--- src/rtl/mac_arb_pkg.sv ---
// mac_arb_pkg: shared types and constants for the MAC receive arbiter.
//   state_t   : arbiter FSM states (IDLE, FWD, DRAIN)
//   KEEPW     : byte-keep width of every stream
//   ABORT_MAX : saturation value of the watchdog abort counter
package mac_arb_pkg;

   typedef enum logic [1:0] {
      IDLE  = 2'd0,
      FWD   = 2'd1,
      DRAIN = 2'd2
   } state_t;

   localparam int          KEEPW     = 8;
   localparam logic [15:0] ABORT_MAX = 16'hFFFF;

endpackage

--- src/rtl/mac_rx_arbiter_rr_pick.sv ---
// rr_pick: combinational round-robin selector.
//   req  : per-port request vector
//   last : index of the port served most recently (lowest priority now)
//   any  : at least one request is present
//   idx  : first requesting port searching upward from last+1, wrapping
module rr_pick #(
   parameter int NUM_PORTS = 2,
   parameter int IDXW      = $clog2(NUM_PORTS)
) (
   input  logic [NUM_PORTS-1:0] req,
   input  logic [IDXW-1:0]      last,
   output logic                 any,
   output logic [IDXW-1:0]      idx
);

   localparam logic [IDXW:0] NP = (IDXW+1)'(NUM_PORTS);

   // cand[k] is the port at distance k+1 after last; the extra bit in the
   // sum lets the wrap work for port counts that are not a power of two.
   logic [IDXW-1:0] cand [NUM_PORTS];

   genvar gi;
   generate
      for (gi = 0; gi < NUM_PORTS; gi++) begin : g_cand
         logic [IDXW:0] sum;
         assign sum      = {1'b0, last} + (IDXW+1)'(gi + 1);
         assign cand[gi] = (sum >= NP) ? IDXW'(sum - NP) : sum[IDXW-1:0];
      end
   endgenerate

   // Scan from the farthest candidate down so the nearest requester wins.
   always_comb begin
      any = 1'b0;
      idx = last;
      for (int k = NUM_PORTS - 1; k >= 0; k--) begin
         if (req[cand[k]]) begin
            any = 1'b1;
            idx = cand[k];
         end
      end
   end

endmodule

--- src/rtl/mac_rx_arbiter.sv ---
// mac_rx_arbiter: packet-granular round-robin arbiter sharing one parser
// chain between NUM_PORTS MAC receive streams, with a stall watchdog.
//   clk, rst_n             : clock, asynchronous active-low reset
//   din/tkeep/tvalid/tlast : packed per-port input streams
//   tready                 : per-port accept, at most one bit high
//   out/out_keep/outvalid/tlast_out : registered output stream
//   grant                  : port currently or last granted
//   busy                   : FSM in FWD or DRAIN
//   abort_cnt              : saturating count of watchdog aborts
module mac_rx_arbiter
   import mac_arb_pkg::*;
#(
   parameter int inwidth   = 64,
   parameter int NUM_PORTS = 2,
   parameter int TIMEOUT   = 256,
   parameter int IDXW      = $clog2(NUM_PORTS)
) (
   input  logic                       clk,
   input  logic                       rst_n,
   input  logic [NUM_PORTS*inwidth-1:0] din,
   input  logic [NUM_PORTS*KEEPW-1:0] tkeep,
   input  logic [NUM_PORTS-1:0]       tvalid,
   input  logic [NUM_PORTS-1:0]       tlast,
   output logic [NUM_PORTS-1:0]       tready,
   output logic [inwidth-1:0]         out,
   output logic [KEEPW-1:0]           out_keep,
   output logic                       outvalid,
   output logic                       tlast_out,
   output logic [IDXW-1:0]            grant,
   output logic                       busy,
   output logic [15:0]                abort_cnt
);

   localparam int CNTW = $clog2(TIMEOUT + 1);

   state_t              state_reg;
   logic [IDXW-1:0]     grant_reg;
   logic [CNTW-1:0]     stall_reg;
   logic [15:0]         abort_reg;
   logic [inwidth-1:0]  out_reg;
   logic [KEEPW-1:0]    keep_reg;
   logic                valid_reg;
   logic                last_reg;

   logic [inwidth-1:0]  din_arr  [NUM_PORTS];
   logic [KEEPW-1:0]    keep_arr [NUM_PORTS];

   logic                pick_any;
   logic [IDXW-1:0]     pick_idx;

   genvar gi;
   generate
      for (gi = 0; gi < NUM_PORTS; gi++) begin : g_port
         assign din_arr[gi]  = din[gi*inwidth +: inwidth];
         assign keep_arr[gi] = tkeep[gi*KEEPW +: KEEPW];
         // Only the granted port is ever accepted, and only outside IDLE.
         assign tready[gi]   = (state_reg != IDLE) && (grant_reg == IDXW'(gi));
      end
   endgenerate

   rr_pick #(
      .NUM_PORTS (NUM_PORTS),
      .IDXW      (IDXW)
   ) u_pick (
      .req  (tvalid),
      .last (grant_reg),
      .any  (pick_any),
      .idx  (pick_idx)
   );

   // tready[grant] is high in FWD and DRAIN, so a valid beat is accepted.
   logic               cur_valid;
   logic               cur_last;
   logic [inwidth-1:0] cur_data;
   logic [KEEPW-1:0]   cur_keep;

   assign cur_valid = tvalid[grant_reg];
   assign cur_last  = tlast[grant_reg];
   assign cur_data  = din_arr[grant_reg];
   assign cur_keep  = keep_arr[grant_reg];

   always_ff @(posedge clk or negedge rst_n) begin
      if (!rst_n) begin
         state_reg <= IDLE;
         grant_reg <= IDXW'(NUM_PORTS - 1);
         stall_reg <= '0;
         abort_reg <= '0;
         out_reg   <= '0;
         keep_reg  <= '0;
         valid_reg <= 1'b0;
         last_reg  <= 1'b0;
      end else begin
         valid_reg <= 1'b0;
         last_reg  <= 1'b0;
         case (state_reg)
            IDLE: begin
               if (pick_any) begin
                  grant_reg <= pick_idx;
                  stall_reg <= '0;
                  state_reg <= FWD;
               end
            end
            FWD: begin
               // A beat arriving on the timeout cycle still beats the abort.
               if (cur_valid) begin
                  out_reg   <= cur_data;
                  keep_reg  <= cur_keep;
                  valid_reg <= 1'b1;
                  last_reg  <= cur_last;
                  stall_reg <= '0;
                  if (cur_last) begin
                     state_reg <= IDLE;
                  end
               end else if (stall_reg == CNTW'(TIMEOUT)) begin
                  // Synthetic empty terminator closes the packet downstream.
                  out_reg   <= '0;
                  keep_reg  <= '0;
                  valid_reg <= 1'b1;
                  last_reg  <= 1'b1;
                  stall_reg <= '0;
                  if (abort_reg != ABORT_MAX) begin
                     abort_reg <= abort_reg + 16'd1;
                  end
                  state_reg <= DRAIN;
               end else begin
                  stall_reg <= stall_reg + 1'b1;
               end
            end
            DRAIN: begin
               // Swallow the rest of the aborted packet without output.
               if (cur_valid && cur_last) begin
                  state_reg <= IDLE;
               end
            end
            default: state_reg <= IDLE;
         endcase
      end
   end

   assign out       = out_reg;
   assign out_keep  = keep_reg;
   assign outvalid  = valid_reg;
   assign tlast_out = last_reg;
   assign grant     = grant_reg;
   assign busy      = (state_reg != IDLE);
   assign abort_cnt = abort_reg;

endmodule

--- config.mk ---
export PLATFORM = sky130hd
export DESIGN_NAME = mac_rx_arbiter
export DESIGN_NICKNAME = d
export VERILOG_FILES = /design/src/rtl/mac_arb_pkg.sv /design/src/rtl/mac_rx_arbiter_rr_pick.sv /design/src/rtl/mac_rx_arbiter.sv
export SDC_FILE = /design/constraint.sdc
export NUM_CORES = 1
export LEC_CHECK = 0
export CORE_MARGIN = 4
export CORE_UTILIZATION = 40
export DETAILED_ROUTE_END_ITERATION = 6
export PLACE_DENSITY = 0.9
export SETUP_SLACK_MARGIN = 0.3
export SYNTH_ARGS = -nofsm -noshare
export SYNTH_HDL_FRONTEND = slang
export SYNTH_SLANG_ARGS = --single-unit
--- constraint.sdc ---
create_clock -name clk -period 6 [get_ports clk]
set_input_delay 0.6 -clock clk [delete_from_list [all_inputs] [get_ports clk]]
set_output_delay 0.6 -clock clk [all_outputs]
set_load 0.05 [all_outputs]
# After elaboration in Yosys (flattened, before gate mapping)
# Cells that the tools add are included.
# word_totals
reg_bits	102
inputBits	150
output_inout_bits	94
word_cells	83
# classes
add_sub_neg	6
n_lt_le_gt_ge	6
eq_ne	8
mux	39
bitwise_logic	3
reduce_logical	13
# op_table
cell	n
two-way mux 64 bit	5
two-way mux 8 bit	5
two-way mux 9 bit	3
two-way mux 1 bit	19
case mux 9 bit (2 select lines)	1
adder 16 x 1 -> 16 bit, second input constant	1
!= test 16 bit, second input constant	1
two-way mux 2 bit	5
adder 9 x 1 -> 9 bit, second input constant	1
== test 9 bit, second input constant	1
AND reduction 4 bit	2
nonzero test 2 bit	4
>= comparator 2 bit, second input constant	3
less-than comparator 1 x 2 -> 1 bit, second input constant	3
!= test 3 bit, second input constant	2
case mux 2 bit (3 select lines)	1
!= test 2 bit, second input constant	2
AND reduction 2 bit	2
logical AND 1 bit	3
AND reduction 3 bit	1
adder 1 x 1 -> 2 bit, second input constant	1
adder 1 x 2 -> 2 bit, second input constant	1
== test 2 x 1 -> 1 bit, second input constant	1
== test 2 bit, second input constant	1
4 further kinds	6

# Depth between registers and ports, before layout
# Gate-level depths: netlist of run 1.
# logic_depth
ltp_word	9
depth_mapped	8
depth_no_buf	7

# Cells and area by module
# From an unflattened synthesis of run 1, not the netlist that was laid out.
# hier_totals
hier_cells	398
hier_area_um2	4908.5
# by_module_without_submodules
mod	instances	cells_per_inst	area_each_um2	seq_area_each_um2
mac_rx_arbiter	1	395	4893.4	2553.7
rr_pick	1	3	15.0	0.0

# Worst setup path before layout of run 1
# OpenSTA, ideal clock, no wires.
# synth_timing
path_type	register to output
startpoint	register grant_reg (netlist: grant)
endpoint	output port tready[1]
t_arrival_ns	2.175
required_ns	5.400
path_slack_ns	3.225
path_stages_with_launch	5
path_buffers	3
path_cell_list	dfstp_2 -> buf_2 -> buf_2 -> buf_2 -> nor2b_1
# synth_between
elab_chain_cells	1
# synth_lines
item	line_no	rtl
start, declared	mac_rx_arbiter.sv:37	logic [IDXW-1:0] grant_reg;
start signal, assigned	mac_rx_arbiter.sv:85	grant_reg <= IDXW'(NUM_PORTS - 1);
start signal, assigned	mac_rx_arbiter.sv:98	grant_reg <= pick_idx;
logical AND 1 bit	mac_rx_arbiter.sv:57	assign tready[gi] = (state_reg != IDLE) && (grant_reg == IDXW'(gi));
end, declared	mac_rx_arbiter.sv:24	output logic [NUM_PORTS-1:0] tready,
# No other way between the ends.

# Final worst setup path of run 1
# layout_timing
startpoint	register grant_reg (netlist: grant)
endpoint	output port tready[0]
# layout_between
elab_chain_cells	2
# layout_lines
item	line_no
inverter 1 bit	mac_rx_arbiter.sv:57
logical AND 1 bit	mac_rx_arbiter.sv:57
# No other way between the ends.

==> run summary, run 1 <==
- **run status** completed
- **register bit count reported by yosys** 102
- **pin count of the biggest net entering global routing** 74
- **required time at the worst-slack endpoint** 5.40 ns
- **aggregate global routing overflow** 0
- **count of standard-cell rows** 39
- **Final period util** 0.572
- **DRC Markers** 0
- **number of max-slew violations in the final report** 0
- **H-tree Lvls** 3
- **First DRT Iteration DRCs** 211
- **data arrival at the endpoint of the critical path** 2.83 ns
- **number of antenna violations at the first check in global routing** 0
- **Static Leak** 3.46 nW
- **post-CTS resize count** 0
- **Vias per Instance** 5.15
- **critical path launch point** grant
- **filler cell count** 916
- **most instantiated library cell after synthesis** sky130_fd_sc_hd__dfrtp_1
- **endpoint of the most critical setup path** tready[0]
- **depth of the worst register-to-register path** 5
- **GRT Util Overall** 0.213
- **Clock Pin Slew Worst Setup and Hold Paths** 0.07 ns
- **flop-to-flop setup slack** 2.93 ns
- **top cells by instance count after synthesis** sky130_fd_sc_hd__dfrtp_1 (101), sky130_fd_sc_hd__nand2_1 (90), sky130_fd_sc_hd__o21ai_0 (83)
- **Power per Cell Area** 529 nW/um^2
- **clock tree from TritonCTS** done
- **capture instance of the worst register-to-register path** abort_cnt[1]
- **post-synthesis instance area** 4820 sq um
- **Total Wirelength** 14800 um
- **per-instance average area after synthesis** 10.4 sq um
- **clk sinks** 102
- **Net Count, Synth** 615
- **Primary FF master, synth** sky130_fd_sc_hd__dfrtp_1
- **Final HPWL DP** 11500 um
- **fraction of layout cells with a size suffix above 1** 0.0471
- **Die Area** 13900 sq um
- **Max rail drop VDD** 0.000387 V
- **share of flip-flops with an asynchronous set or reset** 1.00
- **setup repair after global routing missed its margin** no
- **unique cell type count in the Yosys netlist** 40
- **core area** 11600 sq um
- **slew of the pin with the lowest slew margin** 1.15 ns
- **Clock Tree Root** sky130_fd_sc_hd__clkbuf_16
- **1st-pass router iterations** 4
- **number of nets in the layout** 848
- **endpoints failing setup** 0
- **accumulated negative setup slack** 0 ns
- **clock insertion delay at the later pin of the skew report** 0.33 ns
- **total vias in the final route** 4344
- **Chip Width** 118 um
- **number of synthesis warnings** 0
- **hold buffers post-CTS** 0
- **wire length of the first global-routing pass** 24100 um
- **number of global-route vias before repair** 4796
- **max FFs per register** 64
- **main area contributors after synthesis** sky130_fd_sc_hd__dfrtp_1 (52%), sky130_fd_sc_hd__mux2i_1 (15%), sky130_fd_sc_hd__o21ai_0 (8.6%)
- **Critical Setup Path Class** reg2out
- **startpoint of the worst register-to-register path** grant
- **initial core utilization** 0.415
- **Period minus WS final** 3.43 ns
- **Ports** 244
- **average detailed-routed wire length per instance** 17.5 um
- **synthesis-to-layout area growth** 60.2%
- **Worst setup EP type** primary output
- **area share of the largest cell type after synthesis** 0.525
- **postcts setup bufs** 0
- **final antenna-violating net count** 0
- **final-report hold violation count** 0
- **worst relative slew slack** 0.230
- **Clock Tree Buf Depth** 2
- **Post-Synthesis Cells** 462
- **Critical Path Fanout Max** 48
- **largest clock skew in the final design** 0.00826 ns
- **HP Class** in2async
- **die height** 118 um
- **count of buffers from port buffering** 243
- **FMAX** 291 MHz
- **total of max-cap violations** 0
- **n_diodes** 0
- **biggest area consumer among synthesized cells** sky130_fd_sc_hd__dfrtp_1
- **routability congestion estimate from global placement** 0.818
- **sort of element at the start of the critical path** register
- **Post-synth EDFFs** 0
- **number of CTS-inserted buffers** 9
- **share of the core filled with cells in the final layout** 0.664
- **total chip power** 0.00408 W
- **fraction of the yosys area taken by sequential cells** 0.530
## where the power goes
group          total, W  switching [W]  internal (W)
Clock          0.000674       0.000261      0.000413
Combinational   0.00225        0.00147      0.000784
Sequential      0.00115       0.000200      0.000950
Total           0.00408        0.00193       0.00215
## cell usage in the layout, fill, tap and decap left out, types with 4 or more instances in the layout
master,netlist,layout
sky130_fd_sc_hd__inv_1,6,6
sky130_fd_sc_hd__nand4_1,7,7
sky130_fd_sc_hd__buf_4,0,4
sky130_fd_sc_hd__o21ai_0,83,83
sky130_fd_sc_hd__clkbuf_16,0,9
sky130_fd_sc_hd__nor2_1,12,12
sky130_fd_sc_hd__mux2i_1,74,74
sky130_fd_sc_hd__nand2_1,90,89
sky130_fd_sc_hd__clkdlybuf4s50_1,0,242
sky130_fd_sc_hd__xor2_1,4,4
sky130_fd_sc_hd__xnor2_1,13,13
sky130_fd_sc_hd__nor3_1,4,4
sky130_fd_sc_hd__dfrtp_1,101,101
sky130_fd_sc_hd__nand3_1,7,7
## kinds of logic (layout without fill, tap and decap cells)
kind of cell	count (synthesis)	in the layout	synth area share
and+or+nand+nor	139	139	0.137
xor gates and xnor gates	17	17	0.0309
buffers and inverters	30	268	0.0247
DFF	102	102	0.530
muxes	76	76	0.158
AOI/OAI and AO/OA	95	95	0.111
adders and majority gates	3	3	0.00779
## metal layers
| metal | global-route usage | up-vias | routed length [um] |
|---|---|---|---|
| met5 | 0 | - | 0 |
| li1 | - | 2077 | - |
| met1 | 0.227 | 2073 | 5520 |
| met2 | 0.392 | 160 | 7820 |
| met4 | 0.0901 | 0 | 465 |
| met3 | 0.0605 | 34 | 954 |
## cell type report
class	instances	area [sq um]	area share
Sequential cell	102	2560	0.331
Timing Repair Buffer	246	2450	0.318
Multi-Input combinational cell	330	2150	0.279
Clock buffer	9	225	0.0292
Tap cell	143	179	0.0232
Clock inverter	7	125	0.0162
Inverter	6	22.5	0.00292
## metrics by stage
step,cells,area [sq um],worst slack [ns],hold WS (ns)
5_1_grt,843,7720,2.39,0.330
3_5_place_dp,827,7370,2.88,0.469
3_3_place_gp,827,7370,2.93,0.462
2_1_floorplan,462,4820,3.23,0.304
4_1_cts,843,7720,2.51,0.302
6_report,843,7720,2.57,0.281
## how the worst min path moves through the flow
stage / startpoint / end / slack [ns] / cells past startpoint
final: rst_n / out[40] / 0.28 / 1
after global routing: rst_n / out[40] / 0.33 / 1
after CTS: rst_n / out[40] / 0.30 / 1
after detailed placement: out[34] / out[34] / 0.47 / 2
after global placement: out[15] / out[15] / 0.46 / 2
after floorplan: rst_n / abort_cnt[0] / 0.30 / 0
## critical path: stages (launching register included)
cell,delay [ns]
sky130_fd_sc_hd__dfstp_4,0.96
sky130_fd_sc_hd__buf_4,0.68
sky130_fd_sc_hd__nor2_1,0.11
sky130_fd_sc_hd__clkdlybuf4s50_1,0.73
(Power assumes the default switching activity.)
==> run 2, diff against run 1 <==
--- a/config.mk
+++ b/config.mk
@@ -6,9 +6,9 @@
 export NUM_CORES = 1
 export LEC_CHECK = 0
 export CORE_MARGIN = 4
-export CORE_UTILIZATION = 40
+export CORE_UTILIZATION = 36
 export DETAILED_ROUTE_END_ITERATION = 6
-export PLACE_DENSITY = 0.9
+export PLACE_DENSITY = 0.86
 export SETUP_SLACK_MARGIN = 0.3
 export SYNTH_ARGS = -nofsm -noshare
 export SYNTH_HDL_FRONTEND = slang
==> constraint.sdc (replaced) <==
create_clock -name clk -period 3.05 [get_ports clk]
set_input_delay 0.305 -clock clk [delete_from_list [all_inputs] [get_ports clk]]
set_output_delay 0.305 -clock clk [all_outputs]
set_load 0.05 [all_outputs]
==> run summary, run 2 (synthesized netlist as in run 1, its figures left out) <==
- **number of CTS-inserted buffers** 9, unchanged
- **Critical Path Fanout Max** 14, -71%
- **critical path's largest stage delay** 0.81 ns, -0.15 ns
- **initial core utilization** 0.374, -0.0407
- **Clock Tree Root** sky130_fd_sc_hd__clkbuf_16
- **final antenna-violating net count** 0, unchanged
- **number of nets in the layout** 851, +0.35%
- **pin count of the biggest net entering global routing** 53, -28%
- **filler cell count** 1051, +15%
- **most common library cell in the layout ignoring fill and taps** sky130_fd_sc_hd__clkdlybuf4s50_1
- **HP Class** in2async
- **Total Wirelength** 14600 um, -1.0%
- **Final period util** 0.755
- **sort of element at the start of the critical path** register
- **most used cells in the layout excluding fill and tap cells** sky130_fd_sc_hd__clkdlybuf4s50_1 (242), sky130_fd_sc_hd__dfrtp_1 (101), sky130_fd_sc_hd__nand2_1 (89)
- **post-CTS resize count** 0, unchanged
- **endpoint of the most critical setup path** tready[1]
- **H-tree Lvls** 3, unchanged
- **DRC Markers** 0, unchanged
- **postcts setup bufs** 0, unchanged
- **required time at the worst-slack endpoint** 2.74 ns, -2.66 ns
- **count of buffers from port buffering** 243, unchanged
- **worst relative slew slack** 0.553, +0.323
- **non-filler cells, final** 875, +3.8%
- **cell type of the slowest stage on the worst timing path** sky130_fd_sc_hd__clkdlybuf4s50_1
- **First DRT Iteration DRCs** 192, -9.0%
- **clk sinks** 102, unchanged
- **Clock Tree Buf Depth** 2, unchanged
- **number of global-route vias before repair** 4600, -4.1%
- **max FFs per register** 64, unchanged
- **1st-pass router iterations** 5, +1
- **Clock Pin Slew Worst Setup and Hold Paths** 0.07 ns, about the same
- **fraction of layout cells with a size suffix above 1** 0.0512, +0.00407
- **clock insertion delay at the later pin of the skew report** 0.33 ns, about the same
- **Fin Hold WS** -0.00326 ns, -0.284 ns
- **gate family responsible for the most delay along the worst path** buffers and inverters
- **startpoint of the worst register-to-register path** grant
- **GRT Util Overall** 0.189, -0.0244
- **setup repair after global routing missed its margin** no
- **multi-input gate area in the final layout** 2150 sq um, unchanged
- **FMAX** 434 MHz
- **buffer and inverter count on the worst path** 1, -1
- **die height** 124 um, +5.0%
- **total of max-cap violations** 0, unchanged
- **Levels on crit path** 2, -1
- **accumulated negative setup slack** 0 ns, unchanged
- **n_diodes** 0, unchanged
- **synthesis-to-layout area growth** 61.8%
- **Chip Width** 124 um, +5.0%
- **final-report hold violation count** 4, +4
- **cells along the critical path** nor2b_1, clkdlybuf4s50_1
- **total vias in the final route** 4383, +0.90%
- **endpoints failing setup** 0, unchanged
- **Critical Setup Path Class** reg2out
- **Worst setup EP type** primary output
- **wire length of the first global-routing pass** 22900 um, -5.0%
- **depth of the worst register-to-register path** 4, -1
- **Power per Cell Area** 1030 nW/um^2, +94%
- **largest clock skew in the final design** 0.00842 ns, +0.000153 ns
- **critical path launch point** grant
- **data arrival at the endpoint of the critical path** 2.00 ns, -0.83 ns
- **average detailed-routed wire length per instance** 16.7 um, -4.6%
- **count of standard-cell rows** 41, +5.1%
- **core area** 12900 sq um, +11%
- **total area of sequential cells** 2560 sq um, unchanged
- **Static Leak** 3.48 nW, +0.63%
- **number of max-slew violations in the final report** 0, unchanged
- **number of antenna violations at the first check in global routing** 1, +1
- **routability congestion estimate from global placement** 0.833, +1.9%
- **violated checks** negative hold slack
- **Max rail drop VDD** 0.000549 V, +42%
- **aggregate global routing overflow** 0, unchanged
- **clock tree from TritonCTS** done
- **Placed Instances** 859, +3.9%
- **run status** finished, violations left
- **Ports** 244, unchanged
- **Final HPWL DP** 11500 um, +0.28%
- **Die Area** 15300 sq um, +10%
- **slew of the pin with the lowest slew margin** 0.671 ns, -0.484 ns
- **capture instance of the worst register-to-register path** out[25]
- **Period minus WS final** 2.30 ns
- **hold buffers post-CTS** 0, unchanged
- **Vias per Instance** 5.01, -2.8%
- **flop-to-flop setup slack** 0.91 ns, -2.02 ns
run 2: cell types whose count changed in the layout (fill, tap and decap cells not counted), sizes merged:
cell / delta
buf: +3
bufinv: -1
clkbuf: +3
clkinv: +1
inv: -3
run 2: worst min-delay path by stage:
stage / startpoint / to / slack, ns
after detailed placement: rst_n / out[24] / 0.37
after global routing: rst_n / tlast_out / 0.04
final: rst_n / abort_cnt[10] / -0.003
after CTS: rst_n / tlast_out / 0.007
after floorplan: rst_n / abort_cnt[0] / 0.009
after global placement: rst_n / abort_cnt[14] / 0.36
run 2: metrics by stage:
step	setup WS (ns)	area [sq um]	utilization	hold slack, ns	total power [W]
floorplan	0.570	4820	-	0.00941	0.00510
global placement	0.898	7450	0.579	0.363	0.00664
detailed placement	0.823	7450	0.579	0.372	0.00676
CTS	0.735	7790	0.605	0.00699	0.00807
global route	0.688	7790	0.605	0.0362	0.00842
finish	0.748	7790	0.605	-0.00326	0.00800
run 2: power breakdown:
part,switching [W],internal (W),leakage (nW)
clock,0.000494,0.000790,0.169
combinational,0.00297,0.00158,2.01
sequential,0.000308,0.00186,1.30
run 2: layout make-up:
type,count,area share
clock buffer,12,0.0342
clock inverter,4,0.00995
sequential,102,0.328
inverter,6,0.00289
tap,172,0.0276
multi-input combinational,330,0.276
timing repair buffer,249,0.321
run 2: per-layer routing:
layer / vias to the layer above / track usage / part of all wire
li1: 2084 / - / -
met5: - / 0 / 0.00082
met1: 2103 / 0.215 / 0.37
met3: 27 / 0.0445 / 0.068
met2: 167 / 0.340 / 0.53
met4: 2 / 0.0727 / 0.026
==> run 3, diff against run 2 <==
==> constraint.sdc (replaced) <==
create_clock -name clk -period 1.9 [get_ports clk]
set_input_delay 0.19 -clock clk [delete_from_list [all_inputs] [get_ports clk]]
set_output_delay 0.19 -clock clk [all_outputs]
set_load 0.05 [all_outputs]
==> run summary, run 3 (synthesized netlist as in run 1, its figures left out) <==
- **Die Area** 15300 sq um, unchanged
- **internal power of the cells** 0.00889 W, +110%
- **initial core utilization** 0.374, unchanged
- **depth of the worst register-to-register path** 10, +6
- **violated checks** negative setup slack
- **total area of sequential cells** 2560 sq um, +0.15%
- **data arrival at the endpoint of the critical path** 2.18 ns, +0.18 ns
- **startpoint of the worst register-to-register path** stall_reg[1]
- **switching power as a share of total power** 0.477, +0.00638
- **required time at the worst-slack endpoint** 2.14 ns, -0.60 ns
- **total of max-cap violations** 0, unchanged
- **final antenna-violating net count** 0, unchanged
- **die height** 124 um, unchanged
- **post-route standard cell area excluding fillers** 9920 sq um, +27%
- **Ports** 244, unchanged
- **portion of total power attributed to sequential cells** 0.224, -0.048
- **total vias in the final route** 5006, +14%
- **portion of total power attributed to combinational logic** 0.670, +0.102
- **number of max-slew violations in the final report** 0, unchanged
- **Total Wirelength** 20400 um, +39%
- **largest clock skew in the final design** 0.00623 ns, -0.00219 ns
- **run status** finished, violations left
- **Final period util** 1.02
- **Fin Hold WS** 0.379 ns, +0.383 ns
- **clock tree from TritonCTS** done
- **HP Class** in2async
- **fraction of layout cells with a size suffix above 1** 0.352, +0.300
- **most common library cell in the layout ignoring fill and taps** sky130_fd_sc_hd__clkdlybuf4s50_1
- **most used cells in the layout excluding fill and tap cells** sky130_fd_sc_hd__clkdlybuf4s50_1 (148), sky130_fd_sc_hd__dfrtp_1 (98), sky130_fd_sc_hd__dlygate4sd2_1 (87)
- **filler cell count** 735, -30%
- **routability congestion estimate from global placement** 0.776, -6.9%
- **final-report hold violation count** 0, -4
- **Final HPWL DP** 11400 um, -1.2%
- **H-tree Lvls** 3, unchanged
- **First DRT Iteration DRCs** 286, +49%
- **average detailed-routed wire length per instance** 21.3 um, +27%
- **wire length of the first global-routing pass** 28100 um, +23%
- **clk sinks** 102, unchanged
- **capture instance of the worst register-to-register path** stall_reg[7]
- **clock insertion delay at the later pin of the skew report** 0.34 ns, about the same
- **Critical Path Fanout Max** 7, -7
- **number of global-route vias before repair** 5214, +13%
- **sort of element at the start of the critical path** register
- **Worst setup EP type** register
- **Clock Tree Buf Depth** 2, unchanged
- **Clock Pin Slew Worst Setup and Hold Paths** 0.07 ns, about the same
- **Vias per Instance** 5.23, +4.4%
- **number of nets in the layout** 933, +9.6%
- **pin count of the biggest net entering global routing** 52, -1.9%
- **number of antenna violations at the first check in global routing** 0, -1
- **synthesis-to-layout area growth** 106%
- **core area** 12900 sq um, unchanged
- **number of CTS-inserted buffers** 9, unchanged
- **count of buffers from port buffering** 243, unchanged
- **share of the core filled with cells in the final layout** 0.770, +0.165
- **Max rail drop VDD** 0.00106 V, +92%
- **FMAX** 515 MHz
- **aggregate global routing overflow** 0, unchanged
- **max FFs per register** 64, unchanged
- **count of standard-cell rows** 41, unchanged
- **Critical Setup Path Class** reg2reg
- **Power per Cell Area** 1710 nW/um^2, +67%
- **DRC Markers** 0, unchanged
- **net switching power figure** 0.00811 W, +120%
- **Static Leak** 4.79 nW, +37%
- **final setup margin** -0.0417 ns, -0.790 ns
- **Period minus WS final** 1.94 ns
- **Post-Place Cell Area** 7650 sq um, +2.7%
- **GRT Util Overall** 0.239, +0.0508
- **accumulated negative setup slack** -0.106 ns, -0.106 ns
- **worst relative slew slack** 0.628, +0.0751
- **clock network fraction of total power** 0.106, -0.054
- **n_diodes** 0, unchanged
- **slew of the pin with the lowest slew margin** 0.560 ns, -0.110 ns
- **Chip Width** 124 um, unchanged
- **1st-pass router iterations** 4, -1
- **multi-input gate area in the final layout** 3020 sq um, +40%
- **Clock Tree Root** sky130_fd_sc_hd__clkbuf_16
- **endpoints failing setup** 3, +3
- **total chip power** 0.0170 W, +110%
- **setup repair after global routing missed its margin** yes
- **flop-to-flop setup slack** -0.04 ns, -0.95 ns
==> run 3: critical path, stage by stage (launching register included) <==
cell                      delay, ns
sky130_fd_sc_hd__dfrtp_1       0.39
sky130_fd_sc_hd__inv_2         0.07
sky130_fd_sc_hd__ha_4          0.15
sky130_fd_sc_hd__nor4b_4       0.12
sky130_fd_sc_hd__buf_4         0.17
sky130_fd_sc_hd__buf_4         0.13
sky130_fd_sc_hd__buf_6         0.10
sky130_fd_sc_hd__a211o_4       0.37
sky130_fd_sc_hd__a31oi_1       0.15
sky130_fd_sc_hd__o21ai_1       0.11
sky130_fd_sc_hd__o31ai_2       0.09
==> run 3: repair_timing <==
item,4_1_cts,5_1_grt
gates resized for setup,221,217
pin swaps,38,68
cloned,20,7
setup endpoints to repair,193,106
setup buffers,28,13
hold endpoints to repair,35,0
hold buffers,1,0
==> run 3: power by group through the flow <==
stage          Clock (W)  Sequential, W  Combinational [W]
3_5_place_dp           0        0.00350            0.00765
4_1_cts          0.00180        0.00349            0.00964
2_1_floorplan          0        0.00607            0.00225
6_report         0.00180        0.00381             0.0114
5_1_grt          0.00191        0.00391             0.0118
3_3_place_gp           0        0.00345            0.00749
==> run 3: per-stage QoR <==
step                setup slack [ns]  cells
floorplan                    -0.0938    462
global placement              0.0283    872
detailed placement           -0.0375    872
CTS                           0.0524    937
global route                  -0.178    957
finish                       -0.0417    957
==> run 3: worst max-delay path by stage <==
stage	cells past startpoint	slack (ns)	to	from
after floorplan	5	-0.09	abort_cnt[1]	grant
after global placement	5	0.03	abort_cnt[1]	tvalid[1]
after detailed placement	6	-0.04	abort_cnt[15]	tvalid[1]
after CTS	8	0.05	abort_cnt[12]	stall_reg[1]
after global routing	8	-0.18	abort_cnt[14]	stall_reg[1]
final	10	-0.04	stall_reg[7]	stall_reg[1]
==> run 3: metal layers <==
layer	global-route usage	vias to the layer above	part of all wire
met1	0.261	2452	0.36
li1	-	2271	-
met3	0.0545	42	0.078
met2	0.453	241	0.54
met5	0	-	0
met4	0.0803	0	0.028
==> run 3: layout make-up <==
type	instances	area share
clock inverter	6	0.00467
sequential	102	0.258
timing repair buffer	330	0.385
clock buffer	10	0.0241
multi-input combinational	331	0.304
tap	172	0.0217
inverter	6	0.00227
